### config.mk
export PLATFORM = sky130hd
export DESIGN_NAME = traffic_light_controller_multi
export DESIGN_NICKNAME = d
export VERILOG_FILES = /design/src/rtl/traffic_light_controller_multi.sv
export SDC_FILE = /design/constraint.sdc
export NUM_CORES = 1
export LEC_CHECK = 0
export ABC_CLOCK_PERIOD_IN_PS = 2150
export CAP_MARGIN = 10
export CORE_ASPECT_RATIO = 1.2
export CORE_MARGIN = 2
export CORE_UTILIZATION = 51
export CTS_CLUSTER_DIAMETER = 30
export CTS_CLUSTER_SIZE = 12
export DETAILED_ROUTE_END_ITERATION = 12
export PLACE_DENSITY = 0.86
export SYNTH_ARGS = -nofsm -noshare
export SYNTH_HDL_FRONTEND = slang
export SYNTH_SLANG_ARGS = --single-unit
export TNS_END_PERCENT = 50
### constraint.sdc
create_clock -name clk -period 2.15 [get_ports clk]
set_input_delay 0.3225 -clock clk [delete_from_list [all_inputs] [get_ports clk]]
set_output_delay 0.3225 -clock clk [all_outputs]
set_load 0.01 [all_outputs]
### src/rtl/traffic_light_controller_multi.sv
// Round-robin traffic light controller for NUM_DIR approaches with an internal
// countdown timer, pedestrian walk phase (with early green cut) and night flash mode.
module traffic_light_controller_multi #(
  parameter int NUM_DIR   = 2,
  parameter int TIMER_W   = 8,
  parameter int GREEN_T   = 20,
  parameter int MIN_GREEN = 5,
  parameter int YELLOW_T  = 4,
  parameter int ALLRED_T  = 2,
  parameter int WALK_T    = 10,
  parameter int FLASH_T   = 8,
  localparam int PW = (NUM_DIR > 2) ? $clog2(NUM_DIR) : 1
) (
  input  logic               clk,
  input  logic               rst,
  input  logic               ped_req,
  input  logic               flash_en,
  output logic [NUM_DIR-1:0] green,
  output logic [NUM_DIR-1:0] yellow,
  output logic [NUM_DIR-1:0] red,
  output logic               walk,
  output logic               ped_pending,
  output logic [PW-1:0]      phase_idx
);

  localparam longint TLIM = 64'd1 << TIMER_W;

  if (MIN_GREEN > GREEN_T || MIN_GREEN < 1 || GREEN_T < 1 || YELLOW_T < 1 ||
      ALLRED_T < 1 || WALK_T < 1 || FLASH_T < 1) begin : g_bad_duration
    $error("traffic_light_controller_multi: invalid duration parameters");
  end
  if (GREEN_T >= TLIM || YELLOW_T >= TLIM || ALLRED_T >= TLIM ||
      WALK_T >= TLIM || FLASH_T >= TLIM) begin : g_bad_width
    $error("traffic_light_controller_multi: duration does not fit TIMER_W");
  end
  if (NUM_DIR < 2 || NUM_DIR > 8) begin : g_bad_dirs
    $error("traffic_light_controller_multi: NUM_DIR must be 2..8");
  end

  localparam logic [TIMER_W-1:0] GREEN_LAST = TIMER_W'(GREEN_T - 1);
  localparam logic [TIMER_W-1:0] MIN_LAST   = TIMER_W'(MIN_GREEN - 1);
  localparam logic [TIMER_W-1:0] YELLOW_LD  = TIMER_W'(YELLOW_T - 1);
  localparam logic [TIMER_W-1:0] ALLRED_LD  = TIMER_W'(ALLRED_T - 1);
  localparam logic [TIMER_W-1:0] WALK_LD    = TIMER_W'(WALK_T - 1);
  localparam logic [TIMER_W-1:0] FLASH_LD   = TIMER_W'(FLASH_T - 1);
  localparam logic [PW-1:0]      LAST_PHASE = PW'(NUM_DIR - 1);

  typedef enum logic [2:0] {S_ALL_RED, S_GREEN, S_YELLOW, S_WALK, S_FLASH} state_t;

  state_t               state_reg, state_next;
  logic [TIMER_W-1:0]   timer_reg, timer_next;
  logic [TIMER_W-1:0]   elapsed_reg, elapsed_next;
  logic [PW-1:0]        phase_reg, phase_next;
  logic                 ped_pending_reg, ped_pending_next;
  logic                 from_walk_reg, from_walk_next;
  logic                 flash_on_reg, flash_on_next;
  logic                 timer_done;
  logic                 enter_walk;

  always_ff @(posedge clk) begin
    if (rst) begin
      state_reg       <= S_ALL_RED;
      timer_reg       <= ALLRED_LD;
      elapsed_reg     <= '0;
      phase_reg       <= '0;
      ped_pending_reg <= 1'b0;
      from_walk_reg   <= 1'b0;
      flash_on_reg    <= 1'b0;
    end else begin
      state_reg       <= state_next;
      timer_reg       <= timer_next;
      elapsed_reg     <= elapsed_next;
      phase_reg       <= phase_next;
      ped_pending_reg <= ped_pending_next;
      from_walk_reg   <= from_walk_next;
      flash_on_reg    <= flash_on_next;
    end
  end

  assign timer_done = (timer_reg == '0);

  always_comb begin
    state_next     = state_reg;
    timer_next     = timer_done ? timer_reg : timer_reg - TIMER_W'(1);
    elapsed_next   = elapsed_reg;
    phase_next     = phase_reg;
    from_walk_next = from_walk_reg;
    flash_on_next  = flash_on_reg;
    enter_walk     = 1'b0;
    case (state_reg)
      S_ALL_RED: begin
        if (timer_done) begin
          if (flash_en) begin
            state_next    = S_FLASH;
            timer_next    = FLASH_LD;
            flash_on_next = 1'b1;
          end else if (ped_pending_reg && !from_walk_reg) begin
            state_next = S_WALK;
            timer_next = WALK_LD;
            enter_walk = 1'b1;
          end else begin
            state_next   = S_GREEN;
            elapsed_next = '0;
          end
        end
      end
      S_GREEN: begin
        elapsed_next = elapsed_reg + TIMER_W'(1);
        if (elapsed_reg == GREEN_LAST || (ped_pending_reg && elapsed_reg >= MIN_LAST)) begin
          state_next = S_YELLOW;
          timer_next = YELLOW_LD;
        end
      end
      S_YELLOW: begin
        if (timer_done) begin
          state_next     = S_ALL_RED;
          timer_next     = ALLRED_LD;
          from_walk_next = 1'b0;
          phase_next     = (phase_reg == LAST_PHASE) ? '0 : phase_reg + PW'(1);
        end
      end
      S_WALK: begin
        if (timer_done) begin
          state_next     = S_ALL_RED;
          timer_next     = ALLRED_LD;
          from_walk_next = 1'b1;
        end
      end
      S_FLASH: begin
        // flash_en is only looked at on half-period boundaries
        if (timer_done) begin
          if (flash_en) begin
            timer_next    = FLASH_LD;
            flash_on_next = !flash_on_reg;
          end else begin
            state_next     = S_ALL_RED;
            timer_next     = ALLRED_LD;
            phase_next     = '0;
            from_walk_next = 1'b0;
          end
        end
      end
      default: begin
        state_next = S_ALL_RED;
        timer_next = ALLRED_LD;
      end
    endcase
  end

  // Clearing on walk entry wins over a same-cycle button press
  always_comb begin
    ped_pending_next = ped_pending_reg;
    if (enter_walk)
      ped_pending_next = 1'b0;
    else if (ped_req && state_reg != S_WALK)
      ped_pending_next = 1'b1;
  end

  for (genvar gi = 0; gi < NUM_DIR; gi++) begin : g_lamp
    assign green[gi]  = (state_reg == S_GREEN) && (phase_reg == PW'(gi));
    assign yellow[gi] = ((state_reg == S_YELLOW) && (phase_reg == PW'(gi))) ||
                        ((state_reg == S_FLASH) && flash_on_reg);
    assign red[gi]    = (state_reg != S_FLASH) && !green[gi] && !yellow[gi];
  end

  assign walk        = (state_reg == S_WALK);
  assign ped_pending = ped_pending_reg;
  assign phase_idx   = phase_reg;

endmodule

==> flow_metrics.env <==
export IMPL_clk_insertion_delay_late_ns=0.33
export IMPL_status="finished, final reports clean"
export IMPL_dp_worst_setup_slack_ns=-0.0206
export IMPL_io_buffers=12
export IMPL_cts_inserted_buffers=3
export IMPL_placed_area_um2=1740
export IMPL_grt_pass1_wl_um=6060
export IMPL_rsz0062_at_grt="true"
export IMPL_root_buffer="clkbuf_4"
export IMPL_grt_max_degree=14
export IMPL_yosys_cell_types_count=51
export IMPL_core_region_area_um2=2790
export IMPL_avgSynthCellArea_um2=8.33
export IMPL_synth_ff_type="dfxtp_1"
export IMPL_min_path_cells=2
export IMPL_fin_skew_ns=0.0126
export IMPL_track_usage=0.240
export IMPL_crit_type="flop to flop"
export IMPL_hpwl_um=2740
export IMPL_fin_crit_sh=0.994
export IMPL_hold_buffers=0
export IMPL_grt_busiest_layer="met2"
export IMPL_yosysWarnings=0
export IMPL_end_kind="flop"
export IMPL_reg2reg_depth=7
export IMPL_fill_cells=221
export IMPL_r2r_end="timer_reg[0]"
export IMPL_min_from="from_walk_reg"
export IMPL_drt_total_wl_um=3820
export IMPL_die_h_um=63.1
export IMPL_fin_nets=217
export IMPL_cp_max_fo=2
export IMPL_switching_share=0.451
export IMPL_layout_setup_ws_ns=0.0136
export IMPL_fmax_mhz=468
export IMPL_p_seq_frac=0.243
export IMPL_drive_gt1_frac=0.266
export IMPL_drtIter0Drc=98
export IMPL_power_density_nw_per_um2=1510
export IMPL_cp_required_ns=2.36
export IMPL_grtUsageMet2=0.418
export IMPL_ant_nets=0
export IMPL_htreeDepth=1
export IMPL_use_met3=0.0284
export IMPL_grt_ovfl_total=0
export IMPL_finalSetupViolCount=0
export IMPL_irDropWorstVdd_mv=0.716
export IMPL_cap_violations=0
export IMPL_synth_edff_count=0
export IMPL_viasPerCell=6.14
export IMPL_internal_power_mw=1.55
export IMPL_switchingPower_mw=1.27
export IMPL_async_reset_ff_frac=0
export IMPL_power_frac_clock=0.075
export IMPL_wire_per_inst_um=15.8
export IMPL_min_period_ns=2.14
export IMPL_clock_sinks=23
export IMPL_hold_end="from_walk_reg"
export IMPL_antenna_cells=0
export IMPL_tightest_slew_ns=0.540
export IMPL_hp_class="flop to flop"
export IMPL_worst_r2r_startpoint="timer_reg[3]"
export IMPL_ios=13
export IMPL_pwr_share_comb=0.682
export IMPL_num_vias=1480
export IMPL_slew_headroom=0.637
export IMPL_cp_start_kind="flop"
export IMPL_report_final_hold_viol_count=0
export IMPL_area_delta_synth_final_pct=26.1
export IMPL_clockBufferDepth=2
export IMPL_final_max_slew_viol_count=0
export IMPL_clk_pin_slew_ns=0.14
export IMPL_ys_seq_area_frac=0.311
export IMPL_die_area_um2=3360
export IMPL_start_util=0.532
export IMPL_chipWidth_um=53.2
export IMPL_reg2reg_slack_ns=0.01
export IMPL_p_leak_nw=0.762
export IMPL_post_route_drc_count=0
export IMPL_netlist_area_um2=1480
export IMPL_ys_seq_elements=23
export IMPL_tritoncts="done"
export IMPL_grtUsageMet1=0.294
export IMPL_finalInstanceArea_um2=1870
export IMPL_antenna_found_initial=0
export IMPL_place_congestion=0.849
export IMPL_worstPathArrival_ns=2.34
export IMPL_placementRows=21
export IMPL_firstDrtPassIters=4
export IMPL_synthCells=178
export IMPL_syn_num_nets=187
export IMPL_grt_pass1_vias=1341
[worst max-delay path, stage by stage, from the launching register on]
cell	delay (ns)
dfxtp_2	0.34
or4_4	0.56
nor3_4	0.16
inv_2	0.08
ha_4	0.21
nand2b_4	0.13
o311a_1	0.09
or4_1	0.47
[per-stage QoR]
step	power (mW)	hold slack [ns]	TNS, ns	utilization	cells
after detailed placement	2.39	0.501	-0.0206	0.626	234
after floorplan	1.86	0.428	-0.0193	-	178
after global placement	2.32	0.476	0	0.626	234
after global routing	2.99	0.572	-0.212	0.671	241
after CTS	2.69	0.537	-0.0942	0.649	242
final	2.81	0.563	0	0.671	241
[worst max path at each step]
stage / start / end / slack, ns / depth (start not counted)
after floorplan: timer_reg[3] / timer_reg[0] / -0.02 / 7
after global placement: timer_reg[3] / timer_reg[0] / 0.04 / 7
after detailed placement: timer_reg[3] / timer_reg[0] / -0.02 / 7
after CTS: timer_reg[4] / timer_reg[3] / -0.05 / 10
after global routing: timer_reg[0] / elapsed_reg[5] / -0.06 / 8
final: timer_reg[3] / timer_reg[0] / 0.01 / 7
[synthesized netlist by cell type (all sizes together) (2+ instances only)]
cell type	instances	share of area
nor4	3	0.021
nor2b	3	0.013
a21oi	14	0.047
xor2	4	0.024
clkbuf	4	0.010
nand4	2	0.0084
buf	5	0.028
nor2	29	0.075
inv	11	0.028
a31oi	2	0.0084
a2111oi	4	0.027
nand3	4	0.014
nor3b	2	0.014
o31a	2	0.012
nand2	13	0.033
ha	5	0.042
o31ai	4	0.030
nand2b	4	0.017
a311oi	2	0.012
nor3	5	0.027
mux2i	2	0.014
xnor2	8	0.047
or4	4	0.023
a22oi	2	0.010
dfxtp	23	0.31
[cell type report]
cell class | instances | area [um^2] | share of cell area
sequential | 23 | 468 | 0.250
clock inverter | 1 | 5.00 | 0.00268
timing repair buffer | 34 | 293 | 0.157
clock buffer | 3 | 22.5 | 0.0120
inverter | 11 | 41.3 | 0.0221
tap | 34 | 42.5 | 0.0228
multi-input combinational | 135 | 997 | 0.533
[logic make-up after synthesis]
kind of cell | Yosys count | synth area share
mux | 2 | 0.0135
flops | 23 | 0.311
buf+inv | 20 | 0.0658
fa+ha+maj | 5 | 0.0422
compound gates | 41 | 0.220
xor+xnor | 12 | 0.0709
simple gates | 75 | 0.277
[power by group through the flow]
stage,sequential [mW],clock [mW],combinational (mW)
floorplan,0.641,0,1.22
global placement,0.661,0,1.66
detailed placement,0.670,0,1.72
CTS,0.662,0.214,1.82
global route,0.694,0.235,2.06
finish,0.684,0.212,1.92
[what timing repair did]
item / in CTS / in global routing
gates cloned: 0 / 0
resized for setup: 3 / 14
setup endpoints to repair: 6 / 14
pin swaps: 3 / 5
buffers inserted: 4 / 1
[per-layer routing]
metal | wire [um] | share of wire | vias to the layer above
li1 | - | - | 700
met1 | 1540 | 0.40 | 718
met2 | 1980 | 0.52 | 53
met3 | 200 | 0.052 | 9
met4 | 102 | 0.027 | 0
met5 | 0 | 0 | -
[layout by cell type (no fill, tap or decap), types with 3 or more instances in the layout]
master	count
a2111oi_2	3
a21oi_1	14
buf_4	22
clkbuf_4	3
clkdlybuf4s50_1	9
dfxtp_1	19
dfxtp_2	3
dlymetal6s2s_1	3
ha_1	4
inv_1	10
nand2_1	13
nand3_1	4
nor2_1	28
xnor2_1	8
xor2_1	4
(Power assumes the default switching activity.)
